==> config.mk <==
export PLATFORM = sky130hd
export DESIGN_NAME = clk_en_gen
export DESIGN_NICKNAME = d
export VERILOG_FILES = /design/src/rtl/clk_pkg.sv /design/src/rtl/clk_en_ch.sv /design/src/rtl/clk_en_gen.sv
export SDC_FILE = /design/constraint.sdc
export NUM_CORES = 1
export LEC_CHECK = 0
export ABC_CLOCK_PERIOD_IN_PS = 6700
export CAP_MARGIN = 20
export CORE_MARGIN = 3
export CORE_UTILIZATION = 62
export CTS_CLUSTER_SIZE = 28
export DETAILED_ROUTE_END_ITERATION = 16
export PLACE_DENSITY_LB_ADDON = 0.12
export SYNTH_ARGS = -nofsm -noshare
export SYNTH_HDL_FRONTEND = slang
export SYNTH_SLANG_ARGS = --single-unit
==> constraint.sdc <==
create_clock -name i_clk -period 6.7 [get_ports i_clk]
set_input_delay 1.675 -clock i_clk [delete_from_list [all_inputs] [get_ports i_clk]]
set_output_delay 1.675 -clock i_clk [all_outputs]
set_load 0.01 [all_outputs]
==> src/rtl/clk_pkg.sv <==
// clk_pkg: shared clocking constants for the clock-enable generator and its users.
package clk_pkg;
  localparam int CNT_W_DEF = 16;
  localparam int SYS_CLK_HZ = 100_000_000;
  localparam int DIV_NN = 2;
  localparam int DIV_PIX = 4;
endpackage

==> src/rtl/clk_en_ch.sv <==
// clk_en_ch: one divider channel with tick, divided clock and boundary-aligned divisor update.
module clk_en_ch #(
  parameter int CNT_W = 16,
  parameter logic [CNT_W-1:0] DIV_INIT = 2
) (
  input  logic             i_clk,
  input  logic             i_reset,
  input  logic             i_en,
  input  logic             i_sync,
  input  logic             i_wr,
  input  logic [CNT_W-1:0] i_wr_div,
  output logic             o_tick,
  output logic             o_clk,
  output logic [CNT_W-1:0] o_div
);
  logic [CNT_W-1:0] cnt, div, pend_div, nxt_pend_div, nxt_div, nxt_cnt;
  logic pend, nxt_pend, wrap, apply;
  // A write landing on the same cycle as a boundary is taken by that boundary.
  always_comb begin
    nxt_pend_div = i_wr ? i_wr_div : pend_div;
    nxt_pend = i_wr | pend;
    wrap = i_en && cnt == div - CNT_W'(1);
    apply = nxt_pend && (wrap || i_sync || !i_en);
    nxt_div = apply ? nxt_pend_div : div;
    nxt_cnt = (!i_en || wrap || i_sync) ? '0 : cnt + CNT_W'(1);
  end
  always_ff @(posedge i_clk) begin
    if (i_reset) begin
      cnt <= '0;
      div <= DIV_INIT;
      pend_div <= '0;
      pend <= 1'b0;
      o_tick <= 1'b0;
      o_clk <= 1'b0;
    end else begin
      cnt <= nxt_cnt;
      div <= nxt_div;
      pend_div <= nxt_pend_div;
      pend <= nxt_pend && !apply;
      o_tick <= wrap;
      o_clk <= i_en && nxt_cnt < (nxt_div >> 1);
    end
  end
  assign o_div = div;
endmodule

==> src/rtl/clk_en_gen.sv <==
// clk_en_gen: multi-channel clock-enable / divided-clock generator with runtime divisors.
module clk_en_gen
  import clk_pkg::*;
#(
  parameter int NUM_CH = 2,
  parameter int CNT_W = CNT_W_DEF,
  parameter logic [NUM_CH*CNT_W-1:0] DIV_INIT = {CNT_W_DEF'(DIV_PIX), CNT_W_DEF'(DIV_NN)},
  localparam int CH_W = NUM_CH > 1 ? $clog2(NUM_CH) : 1
) (
  input  logic                    i_clk,
  input  logic                    i_reset,
  input  logic [NUM_CH-1:0]       i_en,
  input  logic                    i_sync,
  input  logic                    i_wr_valid,
  input  logic [CH_W-1:0]         i_wr_ch,
  input  logic [CNT_W-1:0]        i_wr_div,
  output logic                    o_wr_err,
  output logic [NUM_CH-1:0]       o_tick,
  output logic [NUM_CH-1:0]       o_clk,
  output logic [NUM_CH*CNT_W-1:0] o_div
);
  localparam logic [CH_W:0] NCH = (CH_W+1)'(NUM_CH);
  logic wr_ok;
  assign wr_ok = i_wr_div != '0 && {1'b0, i_wr_ch} < NCH;
  always_ff @(posedge i_clk) o_wr_err <= !i_reset && i_wr_valid && !wr_ok;
  for (genvar k = 0; k < NUM_CH; k++) begin : g_ch
    clk_en_ch #(
      .CNT_W(CNT_W),
      .DIV_INIT(DIV_INIT[k*CNT_W +: CNT_W])
    ) u_ch (
      .i_clk(i_clk),
      .i_reset(i_reset),
      .i_en(i_en[k]),
      .i_sync(i_sync),
      .i_wr(i_wr_valid && wr_ok && i_wr_ch == CH_W'(k)),
      .i_wr_div(i_wr_div),
      .o_tick(o_tick[k]),
      .o_clk(o_clk[k]),
      .o_div(o_div[k*CNT_W +: CNT_W])
    );
  end
endmodule

* Word-level counts from Yosys, hierarchy flattened
Index checks and enable logic that the tools add are counted.
** Storage, ports and cells
- Bits in registers :: 103
- Input bits :: 23
- Output and inout port bits :: 37
- Logic and storage cells :: 60
** Cells by class
- Add/subtract/negate cells :: 4
- Magnitude comparators :: 2
- Eq/ne operators :: 2
- Multiplexer cells :: 6
- Bitwise operators :: 3
- Reductions and logical operators :: 28
** Operators with widths (number)
- 16-bit 2-to-1 mux :: 6
- 16-bit by 1-bit adder with 16-bit output (second input constant) :: 2
- 16-bit == test :: 2
- 16-bit by 15-bit less-than comparator with 1-bit output :: 2
- 16-bit by 1-bit subtractor with 16-bit output (second input constant) :: 2
- 16-bit nonzero test :: 1
- 1-bit logical AND :: 13
- 1-bit logical OR :: 8
- 1-bit logical NOT :: 6
- 1-bit OR :: 2
- 1-bit NOT :: 1

* Logic depth before layout (Yosys ltp)
- Word-level depth :: 9
- Depth in mapped cells :: 20
- Mapped depth without buffers :: 17

* By module
A second synthesis with hierarchy kept.
** Second synthesis, totals
- Cell total of the unflattened synthesis :: 767
- Area total of the unflattened synthesis :: 6437.4 um2
** By module, submodules not included
- clk_en_ch (g_ch[1].u_ch) :: times used 1, cells each 380, area each 3178.0 um2, seq. area each 1021.0 um2
- clk_en_ch (g_ch[0].u_ch) :: times used 1, cells each 378, area each 3174.3 um2, seq. area each 1021.0 um2
- clk_en_gen :: times used 1, cells each 9, area each 85.1 um2, seq. area each 20.0 um2

* Worst setup path after synthesis
OpenSTA, ideal clock, no wires.
- Kind :: input to register
- Start point :: in i_wr_div[3]
- End point :: reg g_ch[1].u_ch.o_clk
- Setup time :: 0.079 ns
- Data arrival time :: 4.709 ns
- Data required time :: 6.621 ns
- Setup slack :: 1.911 ns
- Stages :: 14
- Buffers on the path :: 1
- Cells stage by stage :: nor4_1 nand4_1 nand3_1 clkbuf_1 mux2_2 mux2i_1 ha_1 a21o_1 a21o_1 a21oi_1 nor2_1 a2111oi_0 o221ai_1 a211oi_2
** On the way
- Longest elaborated chain between the ends :: 8
- Elaborated cells on any way between the ends :: 9
- Classes of those cells :: 1 x order compare; 2 x mux; 1 x bitwise; 5 x reduce/logical
** Ends and longest elaborated chain
- from (decl) :: RTL line clk_en_gen.sv:16 : input logic [CNT_W-1:0] i_wr_div,
- 16-bit nonzero test :: RTL line clk_en_gen.sv:24 : assign wr_ok = i_wr_div != '0 && {1'b0, i_wr_ch} < NCH;
- 1-bit logical AND (2 in a row) :: RTL line clk_en_gen.sv:35 : .i_wr(i_wr_valid && wr_ok && i_wr_ch == CH_W'(k)),
- 1-bit OR :: RTL line clk_en_ch.sv:21 : nxt_pend = i_wr | pend;
- 1-bit logical AND :: RTL line clk_en_ch.sv:23 : apply = nxt_pend && (wrap || i_sync || !i_en);
- 16-bit 2-to-1 mux (*) :: RTL line clk_en_ch.sv:24 : nxt_div = apply ? nxt_pend_div : div;
- 16-bit by 15-bit less-than comparator with 1-bit output (*) :: RTL line clk_en_ch.sv:41 : o_clk <= i_en && nxt_cnt < (nxt_div >> 1);
- 1-bit logical AND (*) :: RTL line clk_en_ch.sv:41
- to (signal assigned) :: RTL line clk_en_ch.sv:41
- to (decl) :: RTL line clk_en_ch.sv:13 : output logic o_clk,
Every way passes the cells marked *; elsewhere a longest branch is shown, timed or not.
A chain may end at the register's enable or synchronous reset.

* Final worst setup path
- Start point :: in i_wr_div[4]
- End point :: reg g_ch[1].u_ch.o_clk
Same word-level chain as after synthesis.

==> results.md <==
- Multi-input gate area: 3640 um^2
- Share of the synthesized area in the top cell type: 0.347
- First-pass GRT wire length: about 25000 um
- Mapped Avg Cell Area: 9.09 um^2
- Share of cells above drive strength 1: 0.113
- Crit path kind: input pin to flip-flop
- Slowest CP cell: nor4_1
- Clock transition at path regs: 0.10 ns
- CORE AREA: 9280 um^2
- GPL Wtd Cong: 0.954
- Dpl ws: 0.609 ns
- Crit Path Max Fanout: 12
- Critical Path Source Type: input pin
- Die area: roughly 11000 um^2
- Synth warn: 0
- Total of max-cap violations: 0
- NumNets Final: 751
- CTS tree: yes
- Setup TNS: 0 ns
- Routed vias: between 4000 and 5000
- DRC violations left: 0
- Hold Violations, Final: 0
- Register area: 2060 um^2
- Top-count cell post-synth: dfxtp_1
- Die span in y: 104 um
- Worst-margin pin slew: 0.745 ns
- Cells after DPL: 813
- Initial core utilization: 0.640
- Routed Antenna Nets: 0
- Routed len/inst: roughly 18 um
- Maximum vdd ir drop: roughly 0.00011 V
- Clock buffer count from CTS: 9
- Final WS setup: between 0.9 and 1 ns
- Site Rows: 35
- Largest net degree at the start of global routing: between 50 and 60
- Horiz. Die Dim: 104 um
- Fill count: 752
- Register area share after synthesis: 0.347
- P&R area growth vs syn: 13.7%
- RSZ-0062 raised after global routing: no
- Worst-skew pair later-pin latency: 0.38 ns
- Critical Path AT: 6.01 ns
- Vias per cell: 5.84
- Post-Layout Cell Count: 830
- Antenna diodes: 0
- Worst Setup SP: i_wr_div[4]
- Post-Route WL: 14800 um
- Total GRT Usage: 0.281
- Flops & latches, synth: 103
- EDFF count, synth: 0
- Worst path max stage delay: 0.65 ns
- CP dominant cell by count: a21o_1
- Outcome: complete, no violations
- Mapped Cells: 654
- Initial DRC Count: 316
- Start of the worst register-to-register path: g_ch[1].u_ch.o_div[0]
- Syn Std Cell Area: 5940 um^2
- Fin Clk Skew: 0.0111 ns
- Hold/Removal Path Class: flip-flop to flip-flop
- Clk buf depth: 2
- Commonest cells post-synth: dfxtp_1 (103), nor2_1 (100), xor2_1 (38)
- Pwr dens: 189 nW/um^2
- CP endpoint kind: flip-flop
- Area contributors post-synth: dfxtp_1 (35%), ha_1 (6.7%), nor2_1 (6.3%)
- CP required: 7.00 ns
- Tmin final: 5.71 ns
- Global route overflow: 0
- Post CTS Setup Buffer Count: 0
- Io pins: 60
- Post-cts resize count: 0
- Final setup violation count: 0
- Hold_buf cts: 0
- Hpwl dp: 11400 um
- CTS sink cnt: 103
- Vias in the first global route: just under 5000
- Initial antenna violation count: 0
- Distinct cells, synth: 68
- Crit-path cells: clkdlybuf4s50_1 -> nor4_1 -> nand4_1 -> nand3_1 -> mux2_2 -> mux2i_1 -> ha_1 -> a21o_1 -> a21o_1 -> a21oi_1 -> nor2_1 -> a2111oi_0 -> o221ai_1 -> a211oi_2
- Asr flop ratio synth: 0
- Input/output buffers: 59
- Clk Tree Root Cell: clkbuf_8
- Ys flop type: dfxtp_1
- HP Start: g_ch[0].u_ch.pend_div[1]
- Area leader, netlist: dfxtp_1
- H-tree Lvls: 3
- Synthesized Nets: 709
- Pre-antenna DRT Iters: 5
- Final Max Slew Viols: 0
- Max Clock Freq: approximately 180 MHz
- Relative slew slack: 0.504
- Final worst-path cycle share: 0.853
- P_leak: 0.00271 uW
[layer usage]
metal / global-route usage / share of wire / vias up
li1: - / - / 2364
met1: 0.401 / 0.48 / 2315
met2: 0.429 / 0.45 / 151
met3: 0.0782 / 0.066 / 15
met4: 0.0532 / 0.0069 / 0
met5: 0 / 0 / -
[layout make-up]
| cell class | count | area share |
|---|---|---|
| Timing Repair Buffer | 64 | 0.0922 |
| Clock inverter | 6 | 0.0111 |
| Clock buffer | 10 | 0.0204 |
| Multi-Input combinational cell | 502 | 0.538 |
| Inverter | 16 | 0.00889 |
| Tap cell | 129 | 0.0239 |
| Sequential cell | 103 | 0.305 |
[per-stage QoR]
step	hold slack, ns	instance area, um^2	utilization	power, uW
CTS	0.507	6750	0.727	1280
global placement	0.480	6540	0.704	866
floorplan	0.447	5940	-	802
finish	0.505	6760	0.728	1280
detailed placement	0.479	6540	0.704	871
global route	0.539	6760	0.728	1330
[sequential cells by signal, summed over array words and instances (netlist names)]
name / flops
g_ch.u_ch.pend_div: 32
g_ch.u_ch.o_tick: 2
g_ch.u_ch.o_div: 32
o_wr_err: 1
g_ch.u_ch.o_clk: 2
g_ch.u_ch.pend: 2
g_ch.u_ch.cnt: 32
[worst max-delay path: cells and delay by family]
family          cells  cell delay (ns)
mux                 2             0.64
compound gates      6             1.43
buf+inv             1             0.44
fa+ha+maj           1             0.28
simple gates        4             1.54
[cells by family after synthesis]
| family | share of synthesized area |
|---|---|
| and+or+nand+nor | 0.242 |
| DFF | 0.347 |
| AOI/OAI and AO/OA | 0.0876 |
| xor gates and xnor gates | 0.0987 |
| muxes | 0.115 |
| buffers and inverters | 0.0419 |
| adders and majority gates | 0.0674 |
[layout by cell type, fill, tap and decap left out, types with 3 or more instances in the layout]
| cell type | netlist | final |
|---|---|---|
| nand4_1 | 14 | 14 |
| nor4_1 | 9 | 9 |
| xnor2_1 | 29 | 29 |
| nor3b_1 | 3 | 3 |
| a211oi_1 | 7 | 7 |
| nor2_1 | 100 | 100 |
| and2_1 | 4 | 4 |
| nand3b_1 | 4 | 4 |
| nor2b_1 | 33 | 33 |
| clkdlybuf4s50_1 | 0 | 58 |
| and3_1 | 9 | 9 |
| ha_1 | 32 | 32 |
| xor2_1 | 38 | 38 |
| a31oi_1 | 7 | 6 |
| or4_1 | 3 | 3 |
| mux2_2 | 29 | 29 |
| a2111oi_0 | 3 | 3 |
| mux2i_1 | 33 | 33 |
| a21o_1 | 11 | 11 |
| clkbuf_8 | 0 | 10 |
| a21oi_1 | 8 | 8 |
| nand3_1 | 16 | 16 |
| nand2b_1 | 11 | 11 |
| buf_4 | 5 | 5 |
| nand2_1 | 19 | 19 |
| nor2_2 | 12 | 12 |
| inv_1 | 16 | 16 |
| nor3_1 | 13 | 13 |
| o21ai_0 | 8 | 8 |
| a211o_1 | 4 | 4 |
| dfxtp_1 | 103 | 103 |
[where the power goes]
part / switching (uW) / internal, uW / total [uW]
registers: 19.9 / 631 / 650
logic: 111 / 99.8 / 210
clock network: 229 / 188 / 417
[path summary, 6_finish.rpt]
kind	endpoint	slack [ns]	cells past startpoint
setup reg to reg	g_ch[1].u_ch.o_clk	1.81	17
setup / recovery	g_ch[1].u_ch.o_clk	0.99	14
hold reg to reg	g_ch[0].u_ch.pend_div[1]	0.50	2
hold / removal	g_ch[0].u_ch.pend_div[1]	0.50	2
Note: power is estimated with default switching activity, not from simulation.
